==> src/rtl/stack_pkg.sv <==
// Shared types, default sizes and the one-hot decode helper for the stack controller.
package stack_pkg;

  localparam int unsigned DEFAULT_DEPTH = 8;
  localparam int unsigned DEFAULT_WIDTH = 24;
  localparam int unsigned ONEHOT_MAX    = 256;

  typedef enum logic {
    ST_IDLE,
    ST_SCRUB
  } state_e;

  // Wide one-hot decode; callers truncate to their own depth (depth must not exceed ONEHOT_MAX).
  function automatic logic [ONEHOT_MAX-1:0] onehot_f(input logic [7:0] idx);
    logic [ONEHOT_MAX-1:0] v;
    v      = '0;
    v[idx] = 1'b1;
    return v;
  endfunction

endpackage

==> src/rtl/stack_ptr_ctrl_if.sv <==
// Push/pop handshake, scrub control and memory-side pointer signals of stack_ptr_ctrl.
interface stack_ptr_ctrl_if
  import stack_pkg::*;
#(
  parameter int unsigned DEPTH = DEFAULT_DEPTH,
  parameter int unsigned WIDTH = DEFAULT_WIDTH
);
  localparam int unsigned PTR_W = $clog2(DEPTH);

  logic             push_valid;
  logic             push_ready;
  logic [WIDTH-1:0] push_data;
  logic             pop_valid;
  logic             pop_ready;
  logic [WIDTH-1:0] pop_data;
  logic             clear;
  logic             scrub_busy;
  logic [DEPTH-1:0] word_line;
  logic [PTR_W-1:0] ptr;
  logic [PTR_W:0]   count;
  logic             full;
  logic             empty;
  logic             wrapout;

  modport master (
    output push_valid, push_data, pop_ready, clear,
    input  push_ready, pop_valid, pop_data, scrub_busy, word_line, ptr, count, full, empty, wrapout
  );

  modport slave (
    input  push_valid, push_data, pop_ready, clear,
    output push_ready, pop_valid, pop_data, scrub_busy, word_line, ptr, count, full, empty, wrapout
  );

endinterface

==> src/rtl/stack_mem.sv <==
// DEPTH x WIDTH flop array: one-hot write port, combinational read port, no reset.
module stack_mem #(
  parameter int unsigned DEPTH = 8,
  parameter int unsigned WIDTH = 24,
  localparam int unsigned PTR_W = $clog2(DEPTH)
) (
  input  logic             clk,
  input  logic [DEPTH-1:0] we,
  input  logic [WIDTH-1:0] wdata,
  input  logic [PTR_W-1:0] raddr,
  output logic [WIDTH-1:0] rdata
);

  logic [WIDTH-1:0] mem_q [DEPTH];

  always_ff @(posedge clk) begin
    for (int unsigned i = 0; i < DEPTH; i++) begin
      if (we[i]) mem_q[i] <= wdata;
    end
  end

  assign rdata = mem_q[raddr];

endmodule

==> src/rtl/stack_ptr_ctrl.sv <==
// LIFO pointer/occupancy controller with multi-cycle scrub.
// Define STACK_PTR_WRAP_EN to accept pushes while full (oldest entry overwritten).
module stack_ptr_ctrl
  import stack_pkg::*;
#(
  parameter int unsigned DEPTH = DEFAULT_DEPTH,
  parameter int unsigned WIDTH = DEFAULT_WIDTH
) (
  input  logic              clk,
  input  logic              rst,
  stack_ptr_ctrl_if.slave   bus
);

  localparam int unsigned PTR_W = $clog2(DEPTH);
  localparam int unsigned CNT_W = PTR_W + 1;

  state_e           state_q, state_d;
  logic [PTR_W-1:0] ptr_q, ptr_d;
  logic [PTR_W-1:0] idx_q, idx_d;
  logic [CNT_W-1:0] count_q, count_d;
  logic             full_q, full_d;
  logic             empty_q, empty_d;
  logic             wrap_q, wrap_d;

  logic             push_ready_c;
  logic             pop_valid_c;
  logic             push_fire;
  logic             pop_fire;
  logic [PTR_W-1:0] top_addr;
  logic [DEPTH-1:0] we;
  logic [WIDTH-1:0] wdata;
  logic [WIDTH-1:0] rdata;

`ifdef STACK_PTR_WRAP_EN
  assign push_ready_c = (state_q == ST_IDLE);
`else
  assign push_ready_c = (state_q == ST_IDLE) && !full_q;
`endif
  assign pop_valid_c = (state_q == ST_IDLE) && !empty_q;
  assign push_fire   = bus.push_valid && push_ready_c;
  assign pop_fire    = pop_valid_c && bus.pop_ready;
  assign top_addr    = ptr_q - PTR_W'(1);

  // Next-state, pointer/count update and memory write select.
  always_comb begin
    state_d = state_q;
    ptr_d   = ptr_q;
    idx_d   = idx_q;
    count_d = count_q;
    wrap_d  = 1'b0;
    we      = '0;
    wdata   = bus.push_data;
    case (state_q)
      ST_IDLE: begin
        if (bus.clear) begin
          ptr_d   = '0;
          count_d = '0;
          idx_d   = '0;
          state_d = ST_SCRUB;
        end else if (push_fire && pop_fire) begin
          we = DEPTH'(onehot_f(8'(top_addr)));
        end else if (push_fire) begin
          we     = DEPTH'(onehot_f(8'(ptr_q)));
          ptr_d  = ptr_q + PTR_W'(1);
          wrap_d = (ptr_q == PTR_W'(DEPTH - 1));
          if (count_q != CNT_W'(DEPTH)) count_d = count_q + CNT_W'(1);
        end else if (pop_fire) begin
          ptr_d   = ptr_q - PTR_W'(1);
          count_d = count_q - CNT_W'(1);
        end
      end
      ST_SCRUB: begin
        we    = DEPTH'(onehot_f(8'(idx_q)));
        wdata = '0;
        idx_d = idx_q + PTR_W'(1);
        if (bus.clear) begin
          idx_d = '0;
        end else if (idx_q == PTR_W'(DEPTH - 1)) begin
          state_d = ST_IDLE;
        end
      end
      default: state_d = ST_IDLE;
    endcase
    full_d  = (count_d == CNT_W'(DEPTH));
    empty_d = (count_d == '0);
  end

  always_ff @(posedge clk or posedge rst) begin
    if (rst) begin
      state_q <= ST_IDLE;
      ptr_q   <= '0;
      idx_q   <= '0;
      count_q <= '0;
      full_q  <= 1'b0;
      empty_q <= 1'b1;
      wrap_q  <= 1'b0;
    end else begin
      state_q <= state_d;
      ptr_q   <= ptr_d;
      idx_q   <= idx_d;
      count_q <= count_d;
      full_q  <= full_d;
      empty_q <= empty_d;
      wrap_q  <= wrap_d;
    end
  end

  stack_mem #(
    .DEPTH (DEPTH),
    .WIDTH (WIDTH)
  ) u_mem (
    .clk   (clk),
    .we    (we),
    .wdata (wdata),
    .raddr (top_addr),
    .rdata (rdata)
  );

  assign bus.push_ready = push_ready_c;
  assign bus.pop_valid  = pop_valid_c;
  assign bus.pop_data   = pop_valid_c ? rdata : '0;
  assign bus.scrub_busy = (state_q == ST_SCRUB);
  assign bus.word_line  = we;
  assign bus.ptr        = ptr_q;
  assign bus.count      = count_q;
  assign bus.full       = full_q;
  assign bus.empty      = empty_q;
  assign bus.wrapout    = wrap_q;

endmodule
==> src/flat_wrapper.sv <==
// flat-port wrapper written by rule: the top's interface ports become plain ports
module stack_ptr_ctrl_flat import stack_pkg::*;
#(
  parameter int unsigned DEPTH = DEFAULT_DEPTH,
  parameter int unsigned WIDTH = DEFAULT_WIDTH
)
  (clk, rst, bus_push_valid, bus_push_data, bus_pop_ready, bus_clear, bus_push_ready, bus_pop_valid, bus_pop_data, bus_scrub_busy, bus_word_line, bus_ptr, bus_count, bus_full, bus_empty, bus_wrapout);
  stack_ptr_ctrl_if #(.DEPTH(DEPTH), .WIDTH(WIDTH)) bus_i ();
  input  logic clk;
  input  logic rst;
  input wire logic [$bits(bus_i.push_valid)-1:0] bus_push_valid;
  input wire logic [$bits(bus_i.push_data)-1:0] bus_push_data;
  input wire logic [$bits(bus_i.pop_ready)-1:0] bus_pop_ready;
  input wire logic [$bits(bus_i.clear)-1:0] bus_clear;
  output wire logic [$bits(bus_i.push_ready)-1:0] bus_push_ready;
  output wire logic [$bits(bus_i.pop_valid)-1:0] bus_pop_valid;
  output wire logic [$bits(bus_i.pop_data)-1:0] bus_pop_data;
  output wire logic [$bits(bus_i.scrub_busy)-1:0] bus_scrub_busy;
  output wire logic [$bits(bus_i.word_line)-1:0] bus_word_line;
  output wire logic [$bits(bus_i.ptr)-1:0] bus_ptr;
  output wire logic [$bits(bus_i.count)-1:0] bus_count;
  output wire logic [$bits(bus_i.full)-1:0] bus_full;
  output wire logic [$bits(bus_i.empty)-1:0] bus_empty;
  output wire logic [$bits(bus_i.wrapout)-1:0] bus_wrapout;
  assign bus_i.push_valid = bus_push_valid;
  assign bus_i.push_data = bus_push_data;
  assign bus_i.pop_ready = bus_pop_ready;
  assign bus_i.clear = bus_clear;
  assign bus_push_ready = bus_i.push_ready;
  assign bus_pop_valid = bus_i.pop_valid;
  assign bus_pop_data = bus_i.pop_data;
  assign bus_scrub_busy = bus_i.scrub_busy;
  assign bus_word_line = bus_i.word_line;
  assign bus_ptr = bus_i.ptr;
  assign bus_count = bus_i.count;
  assign bus_full = bus_i.full;
  assign bus_empty = bus_i.empty;
  assign bus_wrapout = bus_i.wrapout;
  stack_ptr_ctrl #(.DEPTH(DEPTH), .WIDTH(WIDTH)) u_core (.clk(clk), .rst(rst), .bus(bus_i));
endmodule
==> config.mk <==
export PLATFORM = sky130hd
export DESIGN_NAME = stack_ptr_ctrl_flat
export DESIGN_NICKNAME = d
export VERILOG_FILES = /design/src/rtl/stack_pkg.sv /design/src/rtl/stack_ptr_ctrl_if.sv /design/src/rtl/stack_mem.sv /design/src/rtl/stack_ptr_ctrl.sv /design/src/flat_wrapper.sv
export SDC_FILE = /design/constraint.sdc
export NUM_CORES = 1
export LEC_CHECK = 0
export ABC_CLOCK_PERIOD_IN_PS = 5900
export BUFFER_PORTS_ARGS = -buffer_cell sky130_fd_sc_hd__buf_4
export CAP_MARGIN = 30
export CORE_MARGIN = 2
export CORE_UTILIZATION = 40
export CTS_BUF_LIST = sky130_fd_sc_hd__clkbuf_16
export DETAILED_ROUTE_END_ITERATION = 10
export PLACE_DENSITY_LB_ADDON = 0.08
export SYNTH_ARGS = -nofsm -noshare
export SYNTH_HDL_FRONTEND = slang
export SYNTH_SLANG_ARGS = --single-unit
==> constraint.sdc <==
create_clock -name clk -period 5.9 [get_ports clk]
set_clock_uncertainty 0.05 [all_clocks]
set_input_delay 0.59 -clock clk [delete_from_list [all_inputs] [get_ports clk]]
set_output_delay 0.59 -clock clk [all_outputs]
set_load 0.05 [all_outputs]
======== Yosys cells after proc, flatten, opt, wreduce, memory -nomap -nowiden ========
Memories as Yosys holds them, arrays and structs flattened.
Index checks and enable logic that the tools add are counted.
Widths: inputs -> output; s select.
word-level totals
  output and inout bits ................... 45
  register bits after elaboration ......... 14
  word-level logic and storage cells ...... 116
  bits in writable memories ............... 192
  memories ................................ 1
  input bits .............................. 29
memories
  name                depth  width  rd ports  clocked after Yosys merged registers in  wr ports  RTL line         text
  u_core.u_mem.mem_q  8      24     1         0                                        1         stack_mem.sv:14  logic [WIDTH-1:0] mem_q [DEPTH];
operators by class
  multiplexer cells ....................... 70
  $add $sub $neg .......................... 5
  magnitude comparators ................... 6
  bitwise operators ....................... 1
  equal/unequal tests ..................... 6
  reduce and logical (&&, ||, !) cells .... 20
operators by type and width
  cell                 count
  $mux 24              9
  $reduce_or 24->1     7
  $mux 3               13
  $mux 1               33
  $lt 3x9->1 const B   3
  $mux 4               6
  $mux 8               3
  $pmux 8 s2           1
  $demux 1 s3          3
  $ge 3x1->1 const B   3
  $logic_and 1x1->1    8
  $add 3x1->3 const B  2
  $eq 3x3->1 const B   2
  $pmux 3 s2           1
  $add 4x1->4 const B  1
  $eq 4x4->1 const B   1
  $logic_not 4->1      1
  $ne 2x2->1 const B   2
  $ne 4x4->1 const B   1
  $sub 4x1->4 const B  1
  $reduce_and 3->1     1
  $reduce_bool 3->1    1
  $sub 3x1->3 const B  1
  $logic_not 1->1      2
  2 further kinds      2

======== Logic depth before layout (Yosys ltp) ========
Gate-level depths: netlist of the first run.
  depth after elaboration ................. 18
  depth in mapped cells ................... 10
  depth with buffers taken out ............ 8

======== Modules after synthesis ========
A second synthesis of the first run with hierarchy kept.
second synthesis, totals
  cell total of the unflattened synthesis .. 472
  area, all modules ....................... 8775.9 um^2
modules (own cells, without submodules)
  module          cells an instance  times used  area an instance (um^2)  seq. area each (um^2)
  stack_mem       277                1           7258.2                   5765.5
  stack_ptr_ctrl  195                1           1517.7                   351.6

======== Worst setup path before layout of the first run ========
No wires, ideal clock.
  kind .................................... register -> output
  start point ............................. register u_core.state_q (netlist: u_core.bus.scrub_busy)
  end point ............................... output port bus_word_line[2]
  path buffers ............................ 3
  stages on the path, launching flop included .. 6
  data required time ...................... 5260 ps
  slack ................................... -802 ps
  arrival time ............................ 6062 ps
  path through ............................ dfrtp_1 > buf_2 > buf_2 > buf_1 > nand2_1 > o311ai_0
on the way
  longest elaborated chain between the ends .. 7
  elaborated cells on any way between the ends .. 10
  those cells by class .................... mux (4); bitwise (1); reduce/logical (5)
RTL lines
  item                                         RTL line                                    text
  start, declared                              stack_ptr_ctrl.sv:17                        state_e state_q, state_d;
  start signal, assigned                       stack_ptr_ctrl.sv:98                        state_q <= state_d;
  $not 1->1 (no line)                          n/a
  $logic_and 1x1->1 (on tied branches)         stack_ptr_ctrl.sv:37, stack_ptr_ctrl.sv:39
  $logic_and 1x1->1 (on tied branches)         stack_ptr_ctrl.sv:40, stack_ptr_ctrl.sv:41
  $mux 8 or $logic_and 1x1->1 (tied branches)  stack_ptr_ctrl.sv:62, stack_ptr_ctrl.sv:60
  $mux 8                                       stack_ptr_ctrl.sv:60                        end else if (push_fire && pop_fire) begin
  $mux 8                                       stack_ptr_ctrl.sv:55                        if (bus.clear) begin
  $pmux 8 s2 *                                 stack_ptr_ctrl.sv:53                        case (state_q)
  end, declared                                flat_wrapper.sv:19                          output wire logic [$bits(bus_i.word_line)-1:0] bus_word_line;
Every way passes the cells marked *; elsewhere a longest branch is shown, timed or not.

======== Worst setup path after layout of the first run ========
  start point ............................. register u_core.ptr_q[1] (netlist: u_core.bus.ptr[1])
  end point ............................... output port bus_word_line[1]
on the way
  longest elaborated chain between the ends .. 8
  elaborated cells on any way between the ends .. 15
  those cells by class .................... add/sub (1); order compare (4); mux (8); reduce/logical (2)
RTL lines
  item                                                               RTL line              text
  start, declared                                                    stack_ptr_ctrl.sv:18  logic [PTR_W-1:0] ptr_q, ptr_d;
  start signal, assigned                                             stack_ptr_ctrl.sv:99  ptr_q <= ptr_d;
  $sub 3x1->3 (tied with other cells)                                stack_ptr_ctrl.sv:42  assign top_addr = ptr_q - PTR_W'(1);
  $lt 3x9->1 (implied by the code) (tied with other cells)           stack_pkg.sv:17       v[idx] = 1'b1;
  $logic_and 1x1->1 (implied by the code) or $mux 1 (tied branches)  stack_pkg.sv:17
  $mux 1 (implied by the code) or $demux 1 s3 (tied branches)        n/a
  $demux 1 s3 or $mux 8 (tied branches)                              n/a
  $mux 8 *                                                           stack_ptr_ctrl.sv:60
  $mux 8 *                                                           stack_ptr_ctrl.sv:55
  $pmux 8 s2 *                                                       stack_ptr_ctrl.sv:53
Marked as above.

==> flow_metrics.env, run 1 <==
export IMPL_crit_family="simple AND/OR/NAND/NOR gates"
export IMPL_die_height_microns=147
export IMPL_p_int_mw=2.67
export IMPL_period_needed_ps=4370
export IMPL_synth_xor_area_share=0.00960
export IMPL_dieArea_sq_mm=0.0217
export IMPL_max_freq_mhz=229
export IMPL_cts_hold_buf=0
export IMPL_n_antenna_cell=0
export IMPL_synth_flop_cell="edfxtp_1"
export IMPL_clk_latency_ps=500
export IMPL_fill_cells=1768
export IMPL_port_buffer_count=73
export IMPL_worstPathRequired_ps=5260
export IMPL_cts_sinks=206
export IMPL_synth_warnings=0
export IMPL_fin_nets=631
export IMPL_synth_top_family_by_area="compound AO/OA/AOI/OAI gates"
export IMPL_layout_common_cells="edfxtp_1, buf_4, a22oi_1"
export IMPL_avgSynthCellArea_sq_um=16.1
export IMPL_syn_nets=547
export IMPL_areaGrowthSynthToFinish_pct=20.1
export IMPL_synth_edf_count=192
export IMPL_yosys_area_share_simple=0.0661
export IMPL_power_total_mw=3.64
export IMPL_final_max_slew_viol_count=0
export IMPL_post_route_drc_count=0
export IMPL_netlist_area_sq_mm=0.00821
export IMPL_ant_nets=0
export IMPL_antenna_found_initial=0
export IMPL_critical_path_arrival_ps=3730
export IMPL_setup_tns_final_ps=0
export IMPL_drt_pass1_iter_count=5
export IMPL_worstSetupPathType="reg2out"
export IMPL_final_common_cell="edfxtp_1"
export IMPL_p_per_area_mw_per_mm2=369
export IMPL_combPwrFrac=0.169
export IMPL_grt_max_degree=45
export IMPL_async_reset_ff_frac=0.0680
export IMPL_clockBufferDepth=3
export IMPL_cts_buffers=22
export IMPL_vias_per_cell=5.61
export IMPL_p_sw_mw=0.972
export IMPL_gp_congestion=0.758
export IMPL_synth_compound_area_frac=0.143
export IMPL_crit_top_cell="buf_4"
export IMPL_netSwitchingFraction=0.267
export IMPL_worst_pin_slew_ps=959
export IMPL_path_buf_inv=3
export IMPL_syn_inst=511
export IMPL_p_leak_nw=3.40
export IMPL_reg2reg_from="u_core.bus.ptr[1]$_DFFE_PP0P_"
export IMPL_place_inst=841
export IMPL_cts_tree="built"
export IMPL_ys_ff_latch=206
export IMPL_finish_utilization=0.489
export IMPL_worst_path_max_fanout=16
export IMPL_hold_class="in2async"
export IMPL_end_kind="output port"
export IMPL_worstPathCellList="inv_1, ha_1, nand2_1, nor2_2, a21oi_1, o31ai_4, buf_4, buf_4"
export IMPL_core_sq_mm=0.0202
export IMPL_grt_pass1_vias=5196
export IMPL_power_frac_clock=0.362
export IMPL_slew_headroom=0.360
export IMPL_drive_gt1_frac=0.236
export IMPL_place_hpwl_mm=12.0
export IMPL_rsz0062_at_grt="no"
export IMPL_cts_root_buf="clkbuf_16"
export IMPL_final_hold_violation_count=0
export IMPL_io_pins=74
export IMPL_r2r_end="u_core.u_mem.mem_q[0][8]$_DFFE_PP_"
export IMPL_yosysSeqAreaShare=0.745
export IMPL_drt_initial_drc_count=370
export IMPL_htree_levels=1
export IMPL_p_seq_frac=0.469
export IMPL_clkTransAtPathRegs_ps=60
export IMPL_setup_viol=0
export IMPL_synth_mux_area_frac=0.00366
export IMPL_max_stage_delay_ps=670
export IMPL_layoutNonFillerInstCount=879
export IMPL_totalWireLength_mm=20.8
export IMPL_grt_usage=0.196
export IMPL_status="finished, final reports clean"
export IMPL_rr_worst_depth=8
export IMPL_via_count=4929
export IMPL_rows=52
export IMPL_peakVddDrop_uv=313
export IMPL_maxCapViolCount=0
export IMPL_die_width_microns=147
export IMPL_crit_path_start_kind="flip-flop"
export IMPL_reg2reg_slack_ps=2440
export IMPL_period_share=0.740
export IMPL_start_util=0.407
export IMPL_yosys_cell_types_count=50
export IMPL_startpoint="u_core.bus.ptr[1]$_DFFE_PP0P_"
export IMPL_grt_pass1_wl_mm=32.1
export IMPL_grt_overflow_total=0
export IMPL_cts_setup_buffers=0
export IMPL_wl_per_cell_microns=23.7
export IMPL_cts_repair_resized=0
export IMPL_slowest_stage="nor2_2"
export IMPL_synthAdderAreaFrac=0.0107
-- state kept, by name, summed over array words and instances (netlist names) --
signal	cells
u_core.bus.wrapout	1
u_core.bus.count	4
u_core.bus.full	1
u_core.u_mem.mem_q	192
u_core.bus.ptr	3
u_core.bus.scrub_busy	1
u_core.bus.empty	1
u_core.idx_q	3
-- worst register-to-register path, cell delays in order (launching register included) --
cell and delay [ps]:
dfrtp_1 530, inv_1 210, ha_1 540, nand2_1 190, nor2_2 130, buf_4 390
a221o_1 570, buf_8 230, buf_4 300
-- how the worst max path moves through the flow --
stage	cells after the start	end
2_1_floorplan	5	bus_word_line[2]
3_3_place_gp	7	bus_word_line[0]
3_5_place_dp	8	bus_word_line[6]
4_1_cts	8	bus_word_line[6]
5_1_grt	8	bus_word_line[6]
6_report	8	bus_word_line[1]
-- routing by layer --
layer / global-route usage / vias up / routed length [microns]
met5: 0 / - / 0
met4: 0.0380 / 0 / 333
met3: 0.0317 / 23 / 964
met2: 0.325 / 139 / 9940
met1: 0.276 / 2532 / 9580
li1: - / 2235 / -
-- cell families after synthesis --
group | count (synthesis)
AOI/OAI and AO/OA | 152
adders and majority gates | 7
muxes | 3
and+or+nand+nor | 97
buffers and inverters | 40
DFF | 206
xor gates and xnor gates | 6
-- power by group through the flow --
stage                     Clock (mW)  Sequential (mW)  Combinational, mW
after floorplan                    0             1.75              0.404
after detailed placement           0             1.74              0.626
final                           1.32             1.71              0.616
after CTS                       1.35             1.71              0.627
after global routing            1.40             1.71              0.673
after global placement             0             1.73              0.619
-- through the flow --
step | hold WS [ps] | worst slack, ps | area, sq um
3_3_place_gp | 514 | 2030 | 9160
3_5_place_dp | 514 | 2010 | 9180
6_report | 96.7 | 1530 | 9870
2_1_floorplan | 429 | 752 | 8210
4_1_cts | 108 | 1470 | 9870
5_1_grt | 139 | 1250 | 9870
-- area by class of cell --
cell class / count / area (sq um) / area share
clock buffer: 23 / 576 / 0.0583
clock inverter: 15 / 113 / 0.0114
inverter: 9 / 33.8 / 0.00342
multi-input combinational: 265 / 2000 / 0.203
sequential: 206 / 6120 / 0.620
tap: 270 / 338 / 0.0342
timing repair buffer: 91 / 691 / 0.0700
-- synthesized netlist by cell type, types with 2 or more instances --
library cell	instances	area, sq um
nor2_2	4	25.0
o31ai_1	2	15.0
dfrtp_1	13	325
a31oi_1	22	138
ha_1	7	87.6
nand4_1	2	12.5
mux2i_1	3	30.0
nand3_1	7	35.0
nor3b_1	3	22.5
a41oi_1	3	26.3
nor2b_1	27	169
nor3_1	4	20.0
nand3b_1	2	15.0
nand2_1	18	67.6
xnor2_1	4	35.0
clkbuf_1	11	41.3
buf_2	16	80.1
a22oi_1	53	398
o21ai_0	6	30.0
o211ai_1	2	15.0
o22ai_1	3	18.8
nand2b_1	7	43.8
nor2_1	14	52.6
a221oi_1	16	140
edfxtp_1	192	5770
inv_1	9	33.8
a22o_1	23	201
a221oi_2	6	90.1
a21oi_1	9	45.0
buf_4	3	22.5
No activity file was read; power rests on OpenSTA's default activity.
==> run 2, diff against run 1 <==
Settings changed: ABC_CLOCK_PERIOD_IN_PS 5900 to 3800.
Clock period 5.9 ns to 3.8 ns, I/O delays scaled along.
==> flow_metrics.env, run 2 (same netlist as run 1, synthesis figures left out) <==
export IMPL_post_place_ws_ps=684
export IMPL_cts_root_buf="clkbuf_16"
export IMPL_port_buffer_count=73
export IMPL_status="finished, final reports clean"
export IMPL_period_needed_ps=3610
export IMPL_drt_initial_drc_count=244
export IMPL_r2r_end="u_core.u_mem.mem_q[6][1]$_DFFE_PP_"
export IMPL_p_leak_nw=3.53
export IMPL_ant_nets=0
export IMPL_critical_path_arrival_ps=3180
export IMPL_top_register="u_core.u_mem.mem_q"
export IMPL_worstSetupPathType="reg2out"
export IMPL_rsz0062_at_grt="no"
export IMPL_worstPathCellList="inv_1, ha_1, xor2_2, nor2_2, buf_4, a22o_1, a221oi_1, a31oi_1, buf_4"
export IMPL_grt_pass1_wl_mm=32.6
export IMPL_wl_met2_mm=10.6
export IMPL_dieArea_sq_mm=0.0217
export IMPL_hold_class="in2reg"
export IMPL_holdCritStartpoint="bus_clear"
export IMPL_setup_viol=0
export IMPL_cts_hold_buf=1
export IMPL_final_hold_violation_count=0
export IMPL_cts_sinks=206
export IMPL_die_height_microns=147
export IMPL_gp_congestion=0.772
export IMPL_wl_per_cell_microns=23.2
export IMPL_dpl_instance_area_sq_mm=0.00931
export IMPL_drive_gt1_frac=0.269
export IMPL_start_util=0.407
export IMPL_slew_headroom=0.413
export IMPL_largest_reg_flops=192
export IMPL_maxCapViolCount=0
export IMPL_place_hpwl_mm=13.0
export IMPL_grt_max_degree=25
export IMPL_htree_levels=1
export IMPL_max_stage_delay_ps=490
export IMPL_vias_per_cell=5.42
export IMPL_grt_usage=0.197
export IMPL_wl_met3_mm=1.03
export IMPL_top_layer="met4"
export IMPL_cts_buffers=22
export IMPL_io_pins=74
export IMPL_cts_tree="built"
export IMPL_grt_pass1_vias=5236
export IMPL_crit_path_start_kind="flip-flop"
export IMPL_rr_worst_depth=8
export IMPL_timing_final_ws_setup_ps=194
export IMPL_core_sq_mm=0.0202
export IMPL_clkTransAtPathRegs_ps=60
export IMPL_final_common_cell="edfxtp_1"
export IMPL_drt_pass1_iter_count=4
export IMPL_place_inst=860
export IMPL_die_width_microns=147
export IMPL_stdcell_area_sq_mm=0.0101
export IMPL_crit_top_cell="buf_4"
export IMPL_reg2reg_slack_ps=790
export IMPL_slowest_stage="dfrtp_1"
export IMPL_antenna_found_initial=0
export IMPL_finish_utilization=0.500
export IMPL_clockBufferDepth=3
export IMPL_post_route_drc_count=0
export IMPL_layoutNonFillerInstCount=901
export IMPL_final_max_slew_viol_count=0
export IMPL_cts_setup_buffers=0
export IMPL_p_per_area_mw_per_mm2=586
export IMPL_totalWireLength_mm=20.9
export IMPL_worstPathRequired_ps=3370
export IMPL_worst_pin_slew_ps=877
export IMPL_reg2reg_from="u_core.bus.ptr[1]$_DFFE_PP0P_"
export IMPL_via_count=4882
export IMPL_drt_met1_wl_mm=9.07
export IMPL_n_antenna_cell=0
export IMPL_grt_overflow_total=0
export IMPL_rows=52
export IMPL_worst_path_max_fanout=19
export IMPL_whs_path_depth=2
export IMPL_clk_latency_ps=500
export IMPL_end_kind="output port"
export IMPL_areaGrowthSynthToFinish_pct=22.9
export IMPL_power_total_mw=5.91
export IMPL_fin_nets=651
export IMPL_max_freq_mhz=277
export IMPL_layout_common_cells="edfxtp_1, buf_4, a22oi_1"
export IMPL_cts_repair_resized=0
export IMPL_min_to="u_core.idx_q[0]$_DFFE_PP0P_"
export IMPL_period_share=0.949
export IMPL_peakVddDrop_uv=369
-- run 2: cell types whose count changed in the layout (fill, tap and decap cells not counted), sizes merged --
cell	change
buf	+19
bufinv	+3
clkbuf	-1
clkinv	+1
clkinvlp	+2
dlygate4sd3	+1
inv	-3
-- run 2: final cells by class --
type | count | area, sq um
sequential | 206 | 6120
clock buffer | 22 | 551
clock inverter | 18 | 225
timing repair buffer | 111 | 836
tap | 270 | 338
fill | 1766 | 10100
multi-input combinational | 265 | 1990
inverter | 9 | 33.8
-- run 2: through the flow --
| step | hold slack [ps] | setup TNS [ps] |
|---|---|---|
| global placement | 424 | 0 |
| finish | 81.4 | 0 |
| detailed placement | 435 | 0 |
| global route | 83.6 | 0 |
| floorplan | 218 | -52920 |
| CTS | 72.7 | 0 |
-- run 2: power breakdown --
part	internal, mW	total [mW]	leakage [nW]	switching [mW]
clock	1.40	2.26	0.388	0.860
combinational	0.379	1.03	1.18	0.648
sequential	2.59	2.63	1.96	0.0418
-- run 2: routing by layer --
layer | up-vias | GRT usage
met1 | 2457 | 0.272
met3 | 18 | 0.0314
met4 | 0 | 0.0337
li1 | 2289 | -
met5 | - | 0
met2 | 118 | 0.336
-- run 2: how the worst max path moves through the flow --
stage	start	endpoint	slack, ps	cells after the start
final	u_core.bus.ptr[1]$_DFFE_PP0P_	bus_pop_data[7]	190	9
after global routing	u_core.bus.ptr[1]$_DFFE_PP0P_	bus_pop_data[17]	10	8
after CTS	u_core.bus.ptr[1]$_DFFE_PP0P_	bus_pop_data[7]	150	9
after detailed placement	u_core.bus.ptr[1]$_DFFE_PP0P_	bus_pop_data[17]	680	8
after global placement	u_core.bus.ptr[1]$_DFFE_PP0P_	bus_pop_data[13]	740	9
after floorplan	u_core.bus.full$_DFF_PP0_	u_core.u_mem.mem_q[1][0]$_DFFE_PP_	-1050	5
-- run 2: critical path: cells and delay by family, from the launching register on --
kind            cells  cell delay [ps]
compound gates      3              700
buf+inv             3              670
flops               1              490
fa+ha+maj           1              380
xor+xnor            1              340
simple gates        1               90
